$ cat src/rtl/chebyshev_pkg.sv
// chebyshev_pkg: shared FSM state type, address width helper and default parameters for the Chebyshev sequencer
package chebyshev_pkg;
  localparam int DEF_WORD_LENGTH = 16;
  localparam int DEF_COEFF_LENGTH = 16;
  localparam int DEF_ORDER = 8;
  localparam int DEF_TIMEOUT_CYCLES = 255;
  typedef enum logic [1:0] {IDLE, ISSUE, WAIT, RESP} seq_state_e;
  function automatic int aw(input int n);
    return (n <= 2) ? 1 : $clog2(n);
  endfunction
endpackage

$ cat src/rtl/chebyshev_coeff_sequencer_if.sv
// chebyshev_coeff_sequencer_if: coefficient write port, sample input, datapath stream and result handshake of the sequencer
interface chebyshev_coeff_sequencer_if #(
  parameter int WORD_LENGTH = chebyshev_pkg::DEF_WORD_LENGTH,
  parameter int COEFF_LENGTH = chebyshev_pkg::DEF_COEFF_LENGTH,
  parameter int ORDER = chebyshev_pkg::DEF_ORDER
);
  localparam int AW = chebyshev_pkg::aw(ORDER + 1);
  logic coeff_wr_en;
  logic [AW-1:0] coeff_wr_addr;
  logic [COEFF_LENGTH-1:0] coeff_wr_data;
  logic coeff_wr_err;
  logic in_valid;
  logic in_ready;
  logic [WORD_LENGTH-1:0] in_data;
  logic [WORD_LENGTH-1:0] data_out;
  logic [COEFF_LENGTH-1:0] coeff_out;
  logic coeff_valid;
  logic coeff_first;
  logic coeff_last;
  logic result_valid;
  logic [WORD_LENGTH-1:0] result_data;
  logic out_valid;
  logic out_ready;
  logic [WORD_LENGTH-1:0] out_data;
  logic out_err;
  modport slave (
    input coeff_wr_en, coeff_wr_addr, coeff_wr_data, in_valid, in_data, result_valid, result_data, out_ready,
    output coeff_wr_err, in_ready, data_out, coeff_out, coeff_valid, coeff_first, coeff_last, out_valid, out_data, out_err
  );
  modport master (
    output coeff_wr_en, coeff_wr_addr, coeff_wr_data, in_valid, in_data, result_valid, result_data, out_ready,
    input coeff_wr_err, in_ready, data_out, coeff_out, coeff_valid, coeff_first, coeff_last, out_valid, out_data, out_err
  );
endinterface

$ cat src/rtl/chebyshev_coeff_bank.sv
// chebyshev_coeff_bank: ORDER+1 coefficient register file, gated write port with write-through async read, async clear
module chebyshev_coeff_bank
  import chebyshev_pkg::*;
#(
  parameter int COEFF_LENGTH = DEF_COEFF_LENGTH,
  parameter int ORDER = DEF_ORDER
) (
  input  logic clock,
  input  logic resetn,
  input  logic wr_en,
  input  logic wr_allow,
  input  logic [aw(ORDER+1)-1:0] wr_addr,
  input  logic [COEFF_LENGTH-1:0] wr_data,
  output logic wr_reject,
  input  logic [aw(ORDER+1)-1:0] rd_addr,
  output logic [COEFF_LENGTH-1:0] rd_data
);
  localparam int AW = aw(ORDER + 1);
  logic [COEFF_LENGTH-1:0] mem_q [ORDER+1];
  logic wr_ok;
  assign wr_ok = wr_en && wr_allow && (wr_addr <= AW'(ORDER));
  assign wr_reject = wr_en && !wr_ok;
  // a write landing in the same cycle as a read of that entry is forwarded so it is seen immediately
  assign rd_data = (wr_ok && wr_addr == rd_addr) ? wr_data : (rd_addr <= AW'(ORDER)) ? mem_q[rd_addr] : '0;
  // storage: cleared by reset, one accepted write per cycle
  always_ff @(posedge clock or negedge resetn)
    if (!resetn) for (int i = 0; i <= ORDER; i++) mem_q[i] <= '0;
    else if (wr_ok) mem_q[wr_addr] <= wr_data;
endmodule

$ cat src/rtl/chebyshev_coeff_sequencer.sv
// chebyshev_coeff_sequencer: streams a sample and c[ORDER]..c[0] to the datapath, returns its result; CHEBY_SEQ_TIMEOUT_EN adds a result timeout
module chebyshev_coeff_sequencer
  import chebyshev_pkg::*;
#(
  parameter int WORD_LENGTH = DEF_WORD_LENGTH,
  parameter int COEFF_LENGTH = DEF_COEFF_LENGTH,
  parameter int ORDER = DEF_ORDER,
  parameter int TIMEOUT_CYCLES = DEF_TIMEOUT_CYCLES
) (
  input logic clock,
  input logic resetn,
  chebyshev_coeff_sequencer_if.slave bus
);
  localparam int AW = aw(ORDER + 1);
  localparam logic [AW-1:0] TOP = AW'(ORDER);
  seq_state_e state_q, state_d;
  logic [AW-1:0] idx_q, idx_d, rd_addr;
  logic [WORD_LENGTH-1:0] data_q, data_d, od_q, od_d;
  logic [COEFF_LENGTH-1:0] coeff_q, coeff_d, rd_data;
  logic cv_q, cv_d, first_q, first_d, last_q, last_d;
  logic ov_q, ov_d, oe_q, oe_d, wr_err_q, wr_err_d, wr_reject, timeout;
`ifdef CHEBY_SEQ_TIMEOUT_EN
  localparam int TW = aw(TIMEOUT_CYCLES + 1);
  logic [TW-1:0] cnt_q, cnt_d;
  assign timeout = cnt_q == TW'(TIMEOUT_CYCLES - 1);
  assign cnt_d = (state_q == WAIT && state_d == WAIT) ? cnt_q + 1'b1 : '0;
`else
  assign timeout = 1'b0;
`endif
  chebyshev_coeff_bank #(.COEFF_LENGTH(COEFF_LENGTH), .ORDER(ORDER)) u_bank (
    .clock(clock), .resetn(resetn), .wr_en(bus.coeff_wr_en), .wr_allow(state_q == IDLE),
    .wr_addr(bus.coeff_wr_addr), .wr_data(bus.coeff_wr_data), .wr_reject(wr_reject),
    .rd_addr(rd_addr), .rd_data(rd_data)
  );
  assign bus.in_ready = state_q == IDLE;
  assign bus.data_out = data_q;
  assign bus.coeff_out = coeff_q;
  assign bus.coeff_valid = cv_q;
  assign bus.coeff_first = first_q;
  assign bus.coeff_last = last_q;
  assign bus.out_valid = ov_q;
  assign bus.out_data = od_q;
  assign bus.out_err = oe_q;
  assign bus.coeff_wr_err = wr_err_q;
  // next state: the read port pre-fetches the coefficient shown in the following cycle
  always_comb begin
    state_d = state_q;
    idx_d = idx_q;
    data_d = data_q;
    coeff_d = coeff_q;
    cv_d = 1'b0;
    first_d = 1'b0;
    last_d = 1'b0;
    ov_d = ov_q;
    od_d = od_q;
    oe_d = oe_q;
    wr_err_d = wr_reject;
    rd_addr = (state_q == ISSUE && idx_q != '0) ? idx_q - 1'b1 : TOP;
    case (state_q)
      IDLE: if (bus.in_valid) begin
        state_d = ISSUE;
        idx_d = TOP;
        data_d = bus.in_data;
        coeff_d = rd_data;
        cv_d = 1'b1;
        first_d = 1'b1;
      end
      ISSUE: if (idx_q == '0) state_d = WAIT;
      else begin
        idx_d = idx_q - 1'b1;
        coeff_d = rd_data;
        cv_d = 1'b1;
        last_d = idx_q == AW'(1);
      end
      WAIT: if (bus.result_valid || timeout) begin
        state_d = RESP;
        ov_d = 1'b1;
        od_d = bus.result_valid ? bus.result_data : '0;
        oe_d = !bus.result_valid;
      end
      RESP: if (bus.out_ready) begin
        state_d = IDLE;
        ov_d = 1'b0;
      end
      default: state_d = IDLE;
    endcase
  end
  // state and registered outputs, all cleared by reset
  always_ff @(posedge clock or negedge resetn)
    if (!resetn) begin
      state_q <= IDLE;
      idx_q <= '0;
      data_q <= '0;
      coeff_q <= '0;
      cv_q <= 1'b0;
      first_q <= 1'b0;
      last_q <= 1'b0;
      ov_q <= 1'b0;
      od_q <= '0;
      oe_q <= 1'b0;
      wr_err_q <= 1'b0;
`ifdef CHEBY_SEQ_TIMEOUT_EN
      cnt_q <= '0;
`endif
    end else begin
      state_q <= state_d;
      idx_q <= idx_d;
      data_q <= data_d;
      coeff_q <= coeff_d;
      cv_q <= cv_d;
      first_q <= first_d;
      last_q <= last_d;
      ov_q <= ov_d;
      od_q <= od_d;
      oe_q <= oe_d;
      wr_err_q <= wr_err_d;
`ifdef CHEBY_SEQ_TIMEOUT_EN
      cnt_q <= cnt_d;
`endif
    end
endmodule
$ cat src/flat_wrapper.sv
// flat-port wrapper written by rule: the top's interface ports become plain ports
module chebyshev_coeff_sequencer_flat import chebyshev_pkg::*;
#(
  parameter int WORD_LENGTH = DEF_WORD_LENGTH,
  parameter int COEFF_LENGTH = DEF_COEFF_LENGTH,
  parameter int ORDER = DEF_ORDER,
  parameter int TIMEOUT_CYCLES = DEF_TIMEOUT_CYCLES
)
  (clock, resetn, bus_coeff_wr_en, bus_coeff_wr_addr, bus_coeff_wr_data, bus_in_valid, bus_in_data, bus_result_valid, bus_result_data, bus_out_ready, bus_coeff_wr_err, bus_in_ready, bus_data_out, bus_coeff_out, bus_coeff_valid, bus_coeff_first, bus_coeff_last, bus_out_valid, bus_out_data, bus_out_err);
  chebyshev_coeff_sequencer_if #(.WORD_LENGTH(WORD_LENGTH), .COEFF_LENGTH(COEFF_LENGTH), .ORDER(ORDER)) bus_i ();
  input logic clock;
  input logic resetn;
  input wire logic [$bits(bus_i.coeff_wr_en)-1:0] bus_coeff_wr_en;
  input wire logic [$bits(bus_i.coeff_wr_addr)-1:0] bus_coeff_wr_addr;
  input wire logic [$bits(bus_i.coeff_wr_data)-1:0] bus_coeff_wr_data;
  input wire logic [$bits(bus_i.in_valid)-1:0] bus_in_valid;
  input wire logic [$bits(bus_i.in_data)-1:0] bus_in_data;
  input wire logic [$bits(bus_i.result_valid)-1:0] bus_result_valid;
  input wire logic [$bits(bus_i.result_data)-1:0] bus_result_data;
  input wire logic [$bits(bus_i.out_ready)-1:0] bus_out_ready;
  output wire logic [$bits(bus_i.coeff_wr_err)-1:0] bus_coeff_wr_err;
  output wire logic [$bits(bus_i.in_ready)-1:0] bus_in_ready;
  output wire logic [$bits(bus_i.data_out)-1:0] bus_data_out;
  output wire logic [$bits(bus_i.coeff_out)-1:0] bus_coeff_out;
  output wire logic [$bits(bus_i.coeff_valid)-1:0] bus_coeff_valid;
  output wire logic [$bits(bus_i.coeff_first)-1:0] bus_coeff_first;
  output wire logic [$bits(bus_i.coeff_last)-1:0] bus_coeff_last;
  output wire logic [$bits(bus_i.out_valid)-1:0] bus_out_valid;
  output wire logic [$bits(bus_i.out_data)-1:0] bus_out_data;
  output wire logic [$bits(bus_i.out_err)-1:0] bus_out_err;
  assign bus_i.coeff_wr_en = bus_coeff_wr_en;
  assign bus_i.coeff_wr_addr = bus_coeff_wr_addr;
  assign bus_i.coeff_wr_data = bus_coeff_wr_data;
  assign bus_i.in_valid = bus_in_valid;
  assign bus_i.in_data = bus_in_data;
  assign bus_i.result_valid = bus_result_valid;
  assign bus_i.result_data = bus_result_data;
  assign bus_i.out_ready = bus_out_ready;
  assign bus_coeff_wr_err = bus_i.coeff_wr_err;
  assign bus_in_ready = bus_i.in_ready;
  assign bus_data_out = bus_i.data_out;
  assign bus_coeff_out = bus_i.coeff_out;
  assign bus_coeff_valid = bus_i.coeff_valid;
  assign bus_coeff_first = bus_i.coeff_first;
  assign bus_coeff_last = bus_i.coeff_last;
  assign bus_out_valid = bus_i.out_valid;
  assign bus_out_data = bus_i.out_data;
  assign bus_out_err = bus_i.out_err;
  chebyshev_coeff_sequencer #(.WORD_LENGTH(WORD_LENGTH), .COEFF_LENGTH(COEFF_LENGTH), .ORDER(ORDER), .TIMEOUT_CYCLES(TIMEOUT_CYCLES)) u_core (.clock(clock), .resetn(resetn), .bus(bus_i));
endmodule
$ cat config.mk
export PLATFORM = sky130hd
export DESIGN_NAME = chebyshev_coeff_sequencer_flat
export DESIGN_NICKNAME = d
export VERILOG_FILES = /design/src/rtl/chebyshev_pkg.sv /design/src/rtl/chebyshev_coeff_sequencer_if.sv /design/src/rtl/chebyshev_coeff_bank.sv /design/src/rtl/chebyshev_coeff_sequencer.sv /design/src/flat_wrapper.sv
export SDC_FILE = /design/constraint.sdc
export NUM_CORES = 1
export LEC_CHECK = 0
export ABC_AREA = 1
export CAP_MARGIN = 20
export CORE_MARGIN = 1.5
export CORE_UTILIZATION = 51
export DETAILED_ROUTE_END_ITERATION = 10
export GPL_TIMING_DRIVEN = 0
export PLACE_DENSITY = 0.82
export RECOVER_POWER = 50
export SKIP_CTS_REPAIR_TIMING = 1
export SYNTH_ARGS = -nofsm -noshare
export SYNTH_HDL_FRONTEND = slang
export SYNTH_SLANG_ARGS = --single-unit
$ cat constraint.sdc
create_clock -name clock -period 1.9 [get_ports clock]
set_input_delay 0.38 -clock clock [delete_from_list [all_inputs] [get_ports clock]]
set_output_delay 0.38 -clock clock [all_outputs]
set_load 0.005 [all_outputs]
Word level (Yosys, flattened, before mapping)
Cells that the tools add are included.

Output and inout bits: 55. Register bits after elaboration: 204. Word-level logic and storage cells: 85.

Multiplexer cells: 29. Add/sub/neg operators: 1. Equal/unequal tests: 10. Reduce and logical (&&, ||, !) cells: 18. Order comparisons: 5. Bitwise gates (word level): 2.

Operators with widths (count): bitwise mux 144 bit (1); 2-to-1 mux 16 bit (7); binary-select mux 16 bit (select 4 bit) (1); demux 16 bit (select 4 bit) (1); case mux 16 bit (2 select lines) (1); 2-to-1 mux 4 bit (3); >= comparator 5 bit (second input constant) (2); != test 2 bit (second input constant) (5); inverter 4 -> 5 bit (2); <= comparator 4 bit (second input constant) (2); 2-to-1 mux 2 bit (4); case mux 2 bit (4 select lines) (1); case mux 4 bit (2 select lines) (1); 2-to-1 mux 1 bit (7); logical AND 1 bit (6); AND reduction 3 bit (2); < comparator 5 x 1 -> 1 bit (second input constant) (1); == test 2 bit (second input constant) (2); == test 4 x 1 -> 1 bit (second input constant) (1); == test 4 bit (1); logical NOT 4 bit (1); case mux 1 bit (2 select lines) (2); AND reduction 2 bit (2); AND reduction 4 bit (1); 6 further kinds (8).

Longest topological paths before layout
Gate-level depths: netlist of the first run.

Word-level depth: 11. Mapped depth: 15. Depth with buffers taken out: 14.

Cells and area by module
Synthesis of the first run repeated with hierarchy kept, for this count alone.

Cells, all modules: 1268. Area, all modules: 9683.0 sq um.

By module, submodules not included: chebyshev_coeff_bank (cells each 983, area an instance 7209.4 sq um, times used 1); chebyshev_coeff_sequencer (cells each 285, area an instance 2473.6 sq um, times used 1).

Worst setup path after synthesis of the first run
Ideal clock, no wire load.

Kind: register to register. Start point: register u_core.idx_q[0]. End point: register u_core.coeff_q[14] (netlist: u_core.bus.coeff_out[14]). Slack: -0.014 ns. Arrival: 1.797 ns. Stages on the path, launching flop included: 16. Setup time: 0.116 ns. Cells stage by stage: dfrtp_1 > inv_1 > ha_1 > inv_1 > nand2_1 > inv_1 > nand2_2 > nand2_1 > nand2_1 > inv_1 > nand3_1 > nor2_4 > buf_4 > a21oi_1 > nand2_1 > nand2_1.

Word-level cells in the longest chain between the ends: 11. Elaborated cells on any way between the ends: 19.

RTL lines: start: declaration (RTL line chebyshev_coeff_sequencer.sv:17) `logic [AW-1:0] idx_q, idx_d, rd_addr;`; start signal: assignment (RTL line chebyshev_coeff_sequencer.sv:107) `idx_q <= idx_d;`; parallel branches: the longest is 11 deep, another holds subtractor 4 x 1 -> 4 bit; end signal: assignment (RTL line chebyshev_coeff_sequencer.sv:109) `coeff_q <= coeff_d;`; end: declaration (RTL line chebyshev_coeff_sequencer.sv:19) `logic [COEFF_LENGTH-1:0] coeff_q, coeff_d, rd_data;`.

Several ways; the timed one is not identified. The select of a mux whose other input is x is not followed. A chain may end at the register's enable or synchronous reset.

Final worst setup path of the first run
Start point: register u_core.state_q[1]. End point: register u_core.coeff_q[5] (netlist: u_core.bus.coeff_out[5]).

Word-level cells in the longest chain between the ends: 11. Elaborated cells on any way between the ends: 22.

RTL lines: start: declaration (RTL line chebyshev_coeff_sequencer.sv:16) `seq_state_e state_q, state_d;`; start signal: assignment (RTL line chebyshev_coeff_sequencer.sv:106) `state_q <= state_d;`; == test 2 x 1 -> 1 bit (RTL line chebyshev_coeff_sequencer.sv:58, chebyshev_coeff_sequencer.sv:59); logical AND 1 bit (RTL line chebyshev_coeff_sequencer.sv:58) `rd_addr = (state_q == ISSUE && idx_q != '0) ? idx_q - 1'b1 : TOP;`; 2-to-1 mux 4 bit (RTL line chebyshev_coeff_sequencer.sv:58); inverter 4 -> 5 bit (implied by the code) (RTL line chebyshev_coeff_bank.sv:24) `assign rd_data = (wr_ok && wr_addr == rd_addr) ? wr_data : (rd_addr <= AW'(ORDER)) ? mem_q[rd_addr] : '0;`; binary-select mux 16 bit (select 4 bit) (RTL line chebyshev_coeff_bank.sv:24); 2-to-1 mux 16 bit (implied by the code) (2 in series) (RTL line chebyshev_coeff_bank.sv:24); 2-to-1 mux 16 bit (2 in series) (RTL line chebyshev_coeff_bank.sv:24); 2-to-1 mux 16 bit, on equally long branches (RTL line chebyshev_coeff_sequencer.sv:68, chebyshev_coeff_sequencer.sv:60); case mux 16 bit (2 select lines) (RTL line chebyshev_coeff_sequencer.sv:59) `case (state_q)`.

Several ways; a longest one is shown, not always the timed one. The select of a mux whose other input is x is not followed.

==> run_summary.xml, run 1 <==
<?xml version="1.0" encoding="UTF-8"?>
<metrics>
  <group name="run_status">
    <metric name="status" unit="">complete, but fails checks</metric>
    <metric name="violations" unit="">design-rule violations, negative setup slack</metric>
  </group>
  <group name="hold_path">
    <metric name="worstHoldEndpoint" unit="">u_core.bus.out_data[9]</metric>
    <metric name="worst_hold_startpoint" unit="">bus_result_data[9]</metric>
    <metric name="worst_hold_path_type" unit="">input port to flop</metric>
    <metric name="min_path_cells" unit="">3</metric>
  </group>
  <group name="clock_tree">
    <metric name="cts-root-buf" unit="">clkbuf_16</metric>
    <metric name="cts_tree" unit="">yes</metric>
    <metric name="ctsHtreeMaxLevel" unit="">1</metric>
    <metric name="clk_pin_slew_worst_paths" unit="ns">0.06</metric>
    <metric name="number_of_clock_buffers_inserted_by_tritoncts" unit="">22</metric>
    <metric name="clock_latency" unit="ns">0.51</metric>
    <metric name="ctsLongestPathBuffers" unit="">3</metric>
    <metric name="tritoncts_num_sinks" unit="">204</metric>
  </group>
  <group name="run">
    <metric name="max_cap_violations" unit="">0</metric>
  </group>
  <group name="synthesis">
    <metric name="synthAdderAreaFrac" unit="%">0.927</metric>
    <metric name="synthDominantCellAreaShare" unit="%">54.0</metric>
    <metric name="syn-mean-instance-area" unit="sq um">8.14</metric>
    <metric name="synth_edf_count" unit="">0</metric>
    <metric name="post_synth_inst_count" unit="">1160</metric>
    <metric name="post_synth_mux_area_share" unit="%">0</metric>
    <metric name="synth_top_flop_cell" unit="">dfrtp_1</metric>
    <metric name="synth.top_cells.by_area" unit="">dfrtp_1, nand2_1, nand3_1, a21oi_1, nor2_1</metric>
    <metric name="synth_compound_area_share" unit="%">10.2</metric>
    <metric name="async_reset_ff_share" unit="%">100</metric>
    <metric name="combinational_family_with_the_most_area_after_synthesis" unit="">simple AND/OR/NAND/NOR gates</metric>
    <metric name="synthesis.nets" unit="">1225</metric>
    <metric name="ys.warnings.count" unit="">0</metric>
    <metric name="flop_and_latch_count_out_of_synthesis" unit="">204</metric>
    <metric name="area_share_of_and_or_nand_nor_cells_after_synthesis" unit="%">28.6</metric>
    <metric name="synth_area_leader_cell" unit="">dfrtp_1</metric>
    <metric name="post_synth_instance_area" unit="sq um">9450</metric>
    <metric name="seq_area_frac_synth" unit="%">54.0</metric>
    <metric name="ys_types" unit="">30</metric>
    <metric name="synthXorXnorAreaFrac" unit="%">0.172</metric>
  </group>
  <group name="timing">
    <metric name="slew_headroom" unit="%">48.7</metric>
    <metric name="skew" unit="ns">0.0103</metric>
    <metric name="hold_violations" unit="">0</metric>
    <metric name="setup-tns-final" unit="ns">-18.66</metric>
    <metric name="holdWs" unit="ns">0.403</metric>
    <metric name="setup_viol_count_final" unit="">145</metric>
    <metric name="max_freq" unit="GHz">0.462</metric>
    <metric name="worst_pin_slew" unit="ns">0.769</metric>
    <metric name="fin_crit_sh" unit="%">114</metric>
    <metric name="period_needed" unit="ns">2.16</metric>
    <metric name="maxSlewViolCount" unit="">0</metric>
    <metric name="grt_setup_unrepaired" unit="">true</metric>
    <metric name="layout_setup_ws" unit="ns">-0.264</metric>
  </group>
  <group name="power">
    <metric name="leakagePower" unit="nW">6.04</metric>
    <metric name="ratio_of_total_power_to_cell_area" unit="nW/um^2">1610</metric>
    <metric name="ir_drop" unit="mV">1.12</metric>
  </group>
  <group name="critical_path">
    <metric name="reg2reg_to" unit="">u_core.bus.coeff_out[5]</metric>
    <metric name="r2r_slack" unit="ns">-0.26</metric>
    <metric name="required" unit="ns">2.29</metric>
    <metric name="reg2regPathDepth" unit="">13</metric>
    <metric name="setup.worst_path.class" unit="">flop to flop</metric>
    <metric name="path_cells" unit="">inv_2, buf_4, buf_6, ha_4, nand2_4, nor2_4, buf_4, nand3_2, nor2_4, buf_6, a21oi_2, nand2_1, nand2_1</metric>
    <metric name="worst_setup_start_kind" unit="">flop</metric>
    <metric name="critical-path-slowest-cell" unit="">dfrtp_1</metric>
    <metric name="end_kind" unit="">flop</metric>
    <metric name="arrival" unit="ns">2.56</metric>
    <metric name="crit_path_max_incr_delay" unit="ns">0.41</metric>
    <metric name="reg2reg_start" unit="">u_core.state_q[1]</metric>
    <metric name="cp_max_fo" unit="">6</metric>
  </group>
  <group name="final_layout">
    <metric name="area_delta_synth_final" unit="%">36.9</metric>
    <metric name="antenna-diode-count" unit="">0</metric>
    <metric name="fillerInstances" unit="">1200</metric>
    <metric name="drive_above_1_share" unit="%">19.3</metric>
    <metric name="mostFrequentLayoutCell" unit="">nand2_1</metric>
    <metric name="final_net_count" unit="">1410</metric>
    <metric name="finalNonFillerCells" unit="">1588</metric>
    <metric name="postLayoutCellArea" unit="sq um">12900</metric>
    <metric name="layout.cells.most_common_list" unit="">nand2_1, dfrtp_1, nand3_1</metric>
  </group>
  <group name="detailed_routing">
    <metric name="vias_per_cell" unit="">6.01</metric>
    <metric name="ant_nets" unit="">0</metric>
    <metric name="dr_wl_met3" unit="microns">3820</metric>
    <metric name="drt_pass1_iterations" unit="">11</metric>
    <metric name="route.top_layer_used" unit="">met4</metric>
    <metric name="wl_met1" unit="microns">11900</metric>
    <metric name="vias" unit="">9551</metric>
    <metric name="totalWireLength" unit="microns">32400</metric>
    <metric name="route.detailed.drc" unit="">1</metric>
    <metric name="routed_length_on_met2" unit="microns">14900</metric>
    <metric name="drt_first_iter_violations" unit="">1295</metric>
    <metric name="routedWlPerCell" unit="microns">20.4</metric>
  </group>
  <group name="die">
    <metric name="floorplan.rows" unit="">49</metric>
    <metric name="dieArea" unit="sq um">19300</metric>
    <metric name="chipHeight" unit="microns">139</metric>
    <metric name="die_width" unit="microns">139</metric>
    <metric name="coreArea" unit="sq um">18100</metric>
    <metric name="start_util" unit="%">52.2</metric>
    <metric name="ios" unit="">113</metric>
  </group>
  <group name="grt">
    <metric name="grt_start_max_net_pins" unit="">104</metric>
    <metric name="antenna_violations_before_repair" unit="">0</metric>
    <metric name="wire_length_of_the_first_global_routing_pass" unit="microns">44500</metric>
    <metric name="grtUsageTotal" unit="%">29.0</metric>
    <metric name="globalRouteOverflowTotal" unit="">0</metric>
    <metric name="grt_pass1_vias" unit="">8311</metric>
  </group>
  <group name="placed_design">
    <metric name="post-dp-hpwl" unit="microns">19200</metric>
    <metric name="gpl.final_weighted_congestion" unit="">0.970</metric>
    <metric name="dpl-instance-area" unit="sq um">10900</metric>
    <metric name="numPlacedInstances" unit="">1502</metric>
    <metric name="portBuffers" unit="">112</metric>
    <metric name="dp_slack" unit="ns">-0.546</metric>
  </group>
</metrics>
[synthesized netlist by cell type, drive strengths merged, types with 2 or more instances]
| library cell | count |
|---|---|
| nor2 | 116 |
| o22ai | 2 |
| nand2 | 322 |
| o21ai | 71 |
| inv | 46 |
| a21oi | 113 |
| clkbuf | 19 |
| nand3 | 183 |
| clkinv | 17 |
| dfrtp | 204 |
| ha | 7 |
| buf | 49 |
| nand4 | 5 |
[flip-flops by register name (all words and copies together) (netlist names)]
name,flops
u_core.u_bank.mem_q,144
u_core.bus.coeff_last,1
u_core.bus.coeff_out,16
u_core.bus.coeff_wr_err,1
u_core.bus.coeff_valid,1
u_core.bus.coeff_first,1
u_core.bus.data_out,16
u_core.idx_q,4
u_core.bus.out_data,16
u_core.bus.out_err,1
u_core.state_q,2
u_core.bus.out_valid,1
[worst max-delay path by stage]
stage / start / endpoint / slack [ns] / depth (start not counted)
6_report: u_core.state_q[1] / u_core.bus.coeff_out[5] / -0.26 / 13
5_1_grt: u_core.idx_q[0] / u_core.bus.coeff_out[5] / -0.35 / 12
4_1_cts: u_core.idx_q[0] / u_core.bus.coeff_out[6] / -0.56 / 15
3_5_place_dp: u_core.idx_q[0] / u_core.bus.coeff_out[11] / -0.55 / 15
3_3_place_gp: resetn / u_core.u_bank.mem_q[40] / -7.93 / 1
2_1_floorplan: u_core.idx_q[0] / u_core.bus.coeff_out[14] / 0.01 / 15
[worst max-delay path: cells and delay by family, from the launching register on]
family | cells | cell delay, ns
adders and majority gates | 1 | 0.16
buffers and inverters | 5 | 0.64
and+or+nand+nor | 6 | 0.76
AOI/OAI and AO/OA | 1 | 0.06
DFF | 1 | 0.41
[power by group]
| part | switching [W] | leakage [nW] | internal (W) |
|---|---|---|---|
| sequential | 0.00100 | 2.69 | 0.00595 |
| combinational | 0.00565 | 2.99 | 0.00387 |
| clock | 0.00177 | 0.358 | 0.00253 |
[routing by layer]
| layer | GRT usage, % | vias up |
|---|---|---|
| met2 | 45.9 | 728 |
| met3 | 6.91 | 148 |
| met4 | 10.5 | 0 |
| met1 | 39.2 | 4508 |
| li1 | - | 4167 |
| met5 | 0 | - |
[kinds of logic (layout without fill, tap and decap cells)]
group                    Yosys count  in the layout
AND/OR/NAND/NOR                  629            629
adder cells (fa/ha/maj)            7              7
AO/OA/AOI/OAI                    188            188
XOR/XNOR                           1              1
flip-flops                       204            204
buffers and inverters            131            330
[metrics by stage]
stage                     util (%)  power [W]
after floorplan                  -     0.0114
after global placement        60.0     0.0143
final                         71.5     0.0208
after global routing          71.5     0.0218
after CTS                     64.1     0.0189
after detailed placement      60.2     0.0145
[final cells by class]
type | count | area, sq um | share of cell area (%)
tap | 229 | 287 | 2.22
clock buffer | 32 | 659 | 5.10
sequential | 204 | 5110 | 39.5
clock inverter | 6 | 55.1 | 0.426
buffer | 67 | 644 | 4.98
inverter | 63 | 251 | 1.94
multi-input combinational | 825 | 4230 | 32.7
timing repair buffer | 162 | 1700 | 13.1
(Power assumes the default switching activity.)
==> inputs of run 2 (changes only) <==
--- a/config.mk
+++ b/config.mk
@@ -16,4 +16,5 @@
 export SKIP_CTS_REPAIR_TIMING = 1
 export SYNTH_ARGS = -nofsm -noshare
 export SYNTH_HDL_FRONTEND = slang
+export SYNTH_HIERARCHICAL = 1
 export SYNTH_SLANG_ARGS = --single-unit
==> run_summary.xml, run 2 <==
<?xml version="1.0" encoding="UTF-8"?>
<metrics>
  <group name="synthesis">
    <metric name="ys_top_cells_by_count" unit="">nand2_1, dfrtp_1, inv_1</metric>
    <metric name="post_synth_instance_area" unit="sq um">9680</metric>
    <metric name="synth_top_flop_cell" unit="">dfrtp_1</metric>
    <metric name="ys_types" unit="">26</metric>
    <metric name="synth.top_cells.by_area" unit="">dfrtp_1, nand2_1, o21ai_0, inv_1, nand3_1</metric>
    <metric name="post_synth_inst_count" unit="">1268</metric>
    <metric name="flop_and_latch_count_out_of_synthesis" unit="">204</metric>
    <metric name="ys.warnings.count" unit="">6</metric>
    <metric name="async_reset_ff_share" unit="%">100</metric>
    <metric name="seq_area_frac_synth" unit="%">52.7</metric>
    <metric name="synthDominantCellAreaShare" unit="%">52.7</metric>
    <metric name="most_numerous_cell_in_the_yosys_netlist" unit="">nand2_1</metric>
    <metric name="syn-mean-instance-area" unit="sq um">7.64</metric>
    <metric name="synthesis.nets" unit="">1332</metric>
    <metric name="synth_edf_count" unit="">0</metric>
    <metric name="synth_area_leader_cell" unit="">dfrtp_1</metric>
  </group>
  <group name="timing">
    <metric name="hold_violations" unit="">0</metric>
    <metric name="setup-tns-final" unit="ns">-31.68</metric>
    <metric name="max_freq" unit="GHz">0.424</metric>
    <metric name="fin_crit_sh" unit="%">124</metric>
    <metric name="maxSlewViolCount" unit="">0</metric>
    <metric name="skew" unit="ns">0.00588</metric>
    <metric name="layout_setup_ws" unit="ns">-0.458</metric>
    <metric name="slew_headroom" unit="%">6.21</metric>
    <metric name="setup_viol_count_final" unit="">172</metric>
    <metric name="grt_setup_unrepaired" unit="">true</metric>
    <metric name="period_needed" unit="ns">2.36</metric>
    <metric name="worst_pin_slew" unit="ns">1.41</metric>
    <metric name="holdWs" unit="ns">0.412</metric>
  </group>
  <group name="power">
    <metric name="ratio_of_total_power_to_cell_area" unit="nW/um^2">1640</metric>
    <metric name="comb_power_share" unit="%">42.0</metric>
    <metric name="clockPowerShare" unit="%">21.6</metric>
    <metric name="switching_power" unit="W">0.00769</metric>
    <metric name="internal_power" unit="W">0.0124</metric>
    <metric name="p_seq_share" unit="%">36.4</metric>
    <metric name="ir_drop" unit="mV">0.866</metric>
    <metric name="leakagePower" unit="nW">6.12</metric>
    <metric name="swShare" unit="%">38.3</metric>
  </group>
  <group name="final_layout">
    <metric name="finalNonFillerCells" unit="">1667</metric>
    <metric name="number_of_flip_flops_in_the_largest_register" unit="">144</metric>
    <metric name="final_net_count" unit="">1483</metric>
    <metric name="utilization" unit="%">65.8</metric>
    <metric name="layout.cells.most_common_list" unit="">nand2_1, dfrtp_1, inv_1</metric>
    <metric name="mostFrequentLayoutCell" unit="">nand2_1</metric>
    <metric name="drive_above_1_share" unit="%">11.7</metric>
    <metric name="antenna-diode-count" unit="">0</metric>
    <metric name="area_delta_synth_final" unit="%">26.6</metric>
    <metric name="top_register" unit="">u_core/u_bank/mem_q</metric>
  </group>
  <group name="detailed_routing">
    <metric name="ant_nets" unit="">0</metric>
    <metric name="vias_per_cell" unit="">5.34</metric>
    <metric name="routedWlPerCell" unit="microns">16.1</metric>
    <metric name="vias" unit="">8900</metric>
    <metric name="drt_pass1_iterations" unit="">7</metric>
    <metric name="totalWireLength" unit="microns">26800</metric>
    <metric name="drt_first_iter_violations" unit="">806</metric>
    <metric name="route.detailed.drc" unit="">0</metric>
  </group>
  <group name="grt">
    <metric name="globalRouteOverflowTotal" unit="">0</metric>
    <metric name="antenna_violations_before_repair" unit="">0</metric>
    <metric name="wire_length_of_the_first_global_routing_pass" unit="microns">43300</metric>
    <metric name="grt_start_max_net_pins" unit="">104</metric>
    <metric name="grtUsageTotal" unit="%">27.1</metric>
    <metric name="grt_pass1_vias" unit="">8510</metric>
  </group>
  <group name="critical_path">
    <metric name="setup.worst_path.class" unit="">flop to flop</metric>
    <metric name="critPathBufInv" unit="">3</metric>
    <metric name="critical_path.top_delay_family" unit="">simple AND/OR/NAND/NOR gates</metric>
    <metric name="cp_max_fo" unit="">8</metric>
    <metric name="end_kind" unit="">flop</metric>
    <metric name="required" unit="ns">2.29</metric>
    <metric name="path_cells" unit="">inv_4, ha_4, nand2_1, nand4_1, inv_2, nand2_1, nand2_1, nand2_4, nor2_8, nand2_8, buf_6, nor2_4, a21oi_2, nand2_1, nand2_1</metric>
    <metric name="crit_path_max_incr_delay" unit="ns">0.41</metric>
    <metric name="worst_setup_start_kind" unit="">flop</metric>
    <metric name="critical-path-slowest-cell" unit="">dfrtp_2</metric>
    <metric name="arrival" unit="ns">2.74</metric>
    <metric name="critPathMostFrequentCell" unit="">nand2_1</metric>
  </group>
  <group name="placed_design">
    <metric name="portBuffers" unit="">112</metric>
    <metric name="gpl.final_weighted_congestion" unit="">0.898</metric>
    <metric name="numPlacedInstances" unit="">1615</metric>
    <metric name="post-dp-hpwl" unit="microns">18700</metric>
  </group>
  <group name="die">
    <metric name="ios" unit="">113</metric>
    <metric name="dieArea" unit="sq um">19800</metric>
    <metric name="coreArea" unit="sq um">18600</metric>
    <metric name="floorplan.rows" unit="">50</metric>
    <metric name="chipHeight" unit="microns">141</metric>
    <metric name="die_width" unit="microns">141</metric>
    <metric name="start_util" unit="%">51.9</metric>
  </group>
  <group name="clock_tree">
    <metric name="cts-root-buf" unit="">clkbuf_16</metric>
    <metric name="ctsHtreeMaxLevel" unit="">1</metric>
    <metric name="clock_latency" unit="ns">0.50</metric>
    <metric name="clk_pin_slew_worst_paths" unit="ns">0.06</metric>
    <metric name="tritoncts_num_sinks" unit="">204</metric>
    <metric name="number_of_clock_buffers_inserted_by_tritoncts" unit="">22</metric>
    <metric name="cts_tree" unit="">yes</metric>
    <metric name="ctsLongestPathBuffers" unit="">3</metric>
  </group>
  <group name="run_status">
    <metric name="status" unit="">complete, but fails checks</metric>
    <metric name="violations" unit="">negative setup slack</metric>
  </group>
  <group name="run">
    <metric name="max_cap_violations" unit="">0</metric>
  </group>
  <group name="hold_path">
    <metric name="worst_hold_path_type" unit="">input port to flop</metric>
  </group>
</metrics>
## run 2: cell types whose count changed in the layout (fill, tap and decap cells not counted), sizes merged, moves of 2 or more
cell / delta
clkinv: -14
nand2: +174
o21ai: +76
nor2: -69
clkinvlp: -2
buf: -43
a21oi: -79
inv: +108
clkbuf: +4
o22ai: -2
nand3: -73
## run 2: worst paths after layout
| path | depth (start not counted) | end | from | slack, ns |
|---|---|---|---|---|
| min reg2reg | 2 | u_core/bus.coeff_out[3] | u_core/bus.coeff_out[3] | 0.48 |
| min in group asynchronous | 2 | u_core/u_bank/mem_q[17] | resetn | 0.76 |
| max | 15 | u_core/bus.coeff_out[4] | u_core/idx_q[0] | -0.46 |
| min | 3 | u_core/bus.data_out[9] | bus_in_data[9] | 0.41 |
| max reg2reg | 15 | u_core/bus.coeff_out[4] | u_core/idx_q[0] | -0.46 |
| max in group asynchronous | 3 | u_core/state_q[0] | resetn | -0.01 |
## run 2: power by group through the flow
stage / combinational (W) / clock (W) / sequential [W]
after floorplan: 0.00521 / 0 / 0.00715
after global placement: 0.00757 / 0 / 0.00725
after detailed placement: 0.00784 / 0 / 0.00730
after CTS: 0.00792 / 0.00439 / 0.00726
after global routing: 0.00948 / 0.00457 / 0.00751
final: 0.00842 / 0.00432 / 0.00730
## run 2: metal layers
| layer | up-vias | global-route usage (%) | wire length (microns) |
|---|---|---|---|
| li1 | 4235 | - | - |
| met1 | 4265 | 38.4 | 11600 |
| met4 | 0 | 7.79 | 645 |
| met3 | 49 | 4.31 | 2040 |
| met2 | 351 | 43.5 | 12600 |
| met5 | - | 0 | 0 |
## run 2: logic make-up (layout without fill, tap and decap cells)
group | after synthesis | count (layout) | share of synthesized area, %
adders and majority gates | 6 | 6 | 0.775
xor gates and xnor gates | 1 | 1 | 0.0905
and+or+nand+nor | 657 | 657 | 27.8
DFF | 204 | 204 | 52.7
AOI/OAI and AO/OA | 181 | 181 | 9.36
buffers and inverters | 219 | 384 | 9.21
## run 2: layout make-up
cell class | count | area [sq um]
tap | 234 | 293
clock inverter | 5 | 50.0
timing repair buffer | 127 | 1280
buffer | 63 | 394
inverter | 156 | 593
sequential | 204 | 5110
clock buffer | 33 | 683
multi-input combinational | 845 | 3860
fill | 1540 | 6380
## run 2: through the flow
stage	setup WS, ns	total power (W)	instance area (sq um)
2_1_floorplan	-0.0901	0.0124	9710
5_1_grt	-0.581	0.0216	12300
4_1_cts	-0.631	0.0196	11900
3_3_place_gp	-8.05	0.0148	11100
3_5_place_dp	-0.590	0.0151	11200
6_report	-0.458	0.0200	12300
## run 2: worst min-delay path: cells and delay by family
| kind | cells | cell delay (ns) |
|---|---|---|
| buffers and inverters | 1 | 0.39 |
| AND/OR/NAND/NOR | 2 | 0.10 |
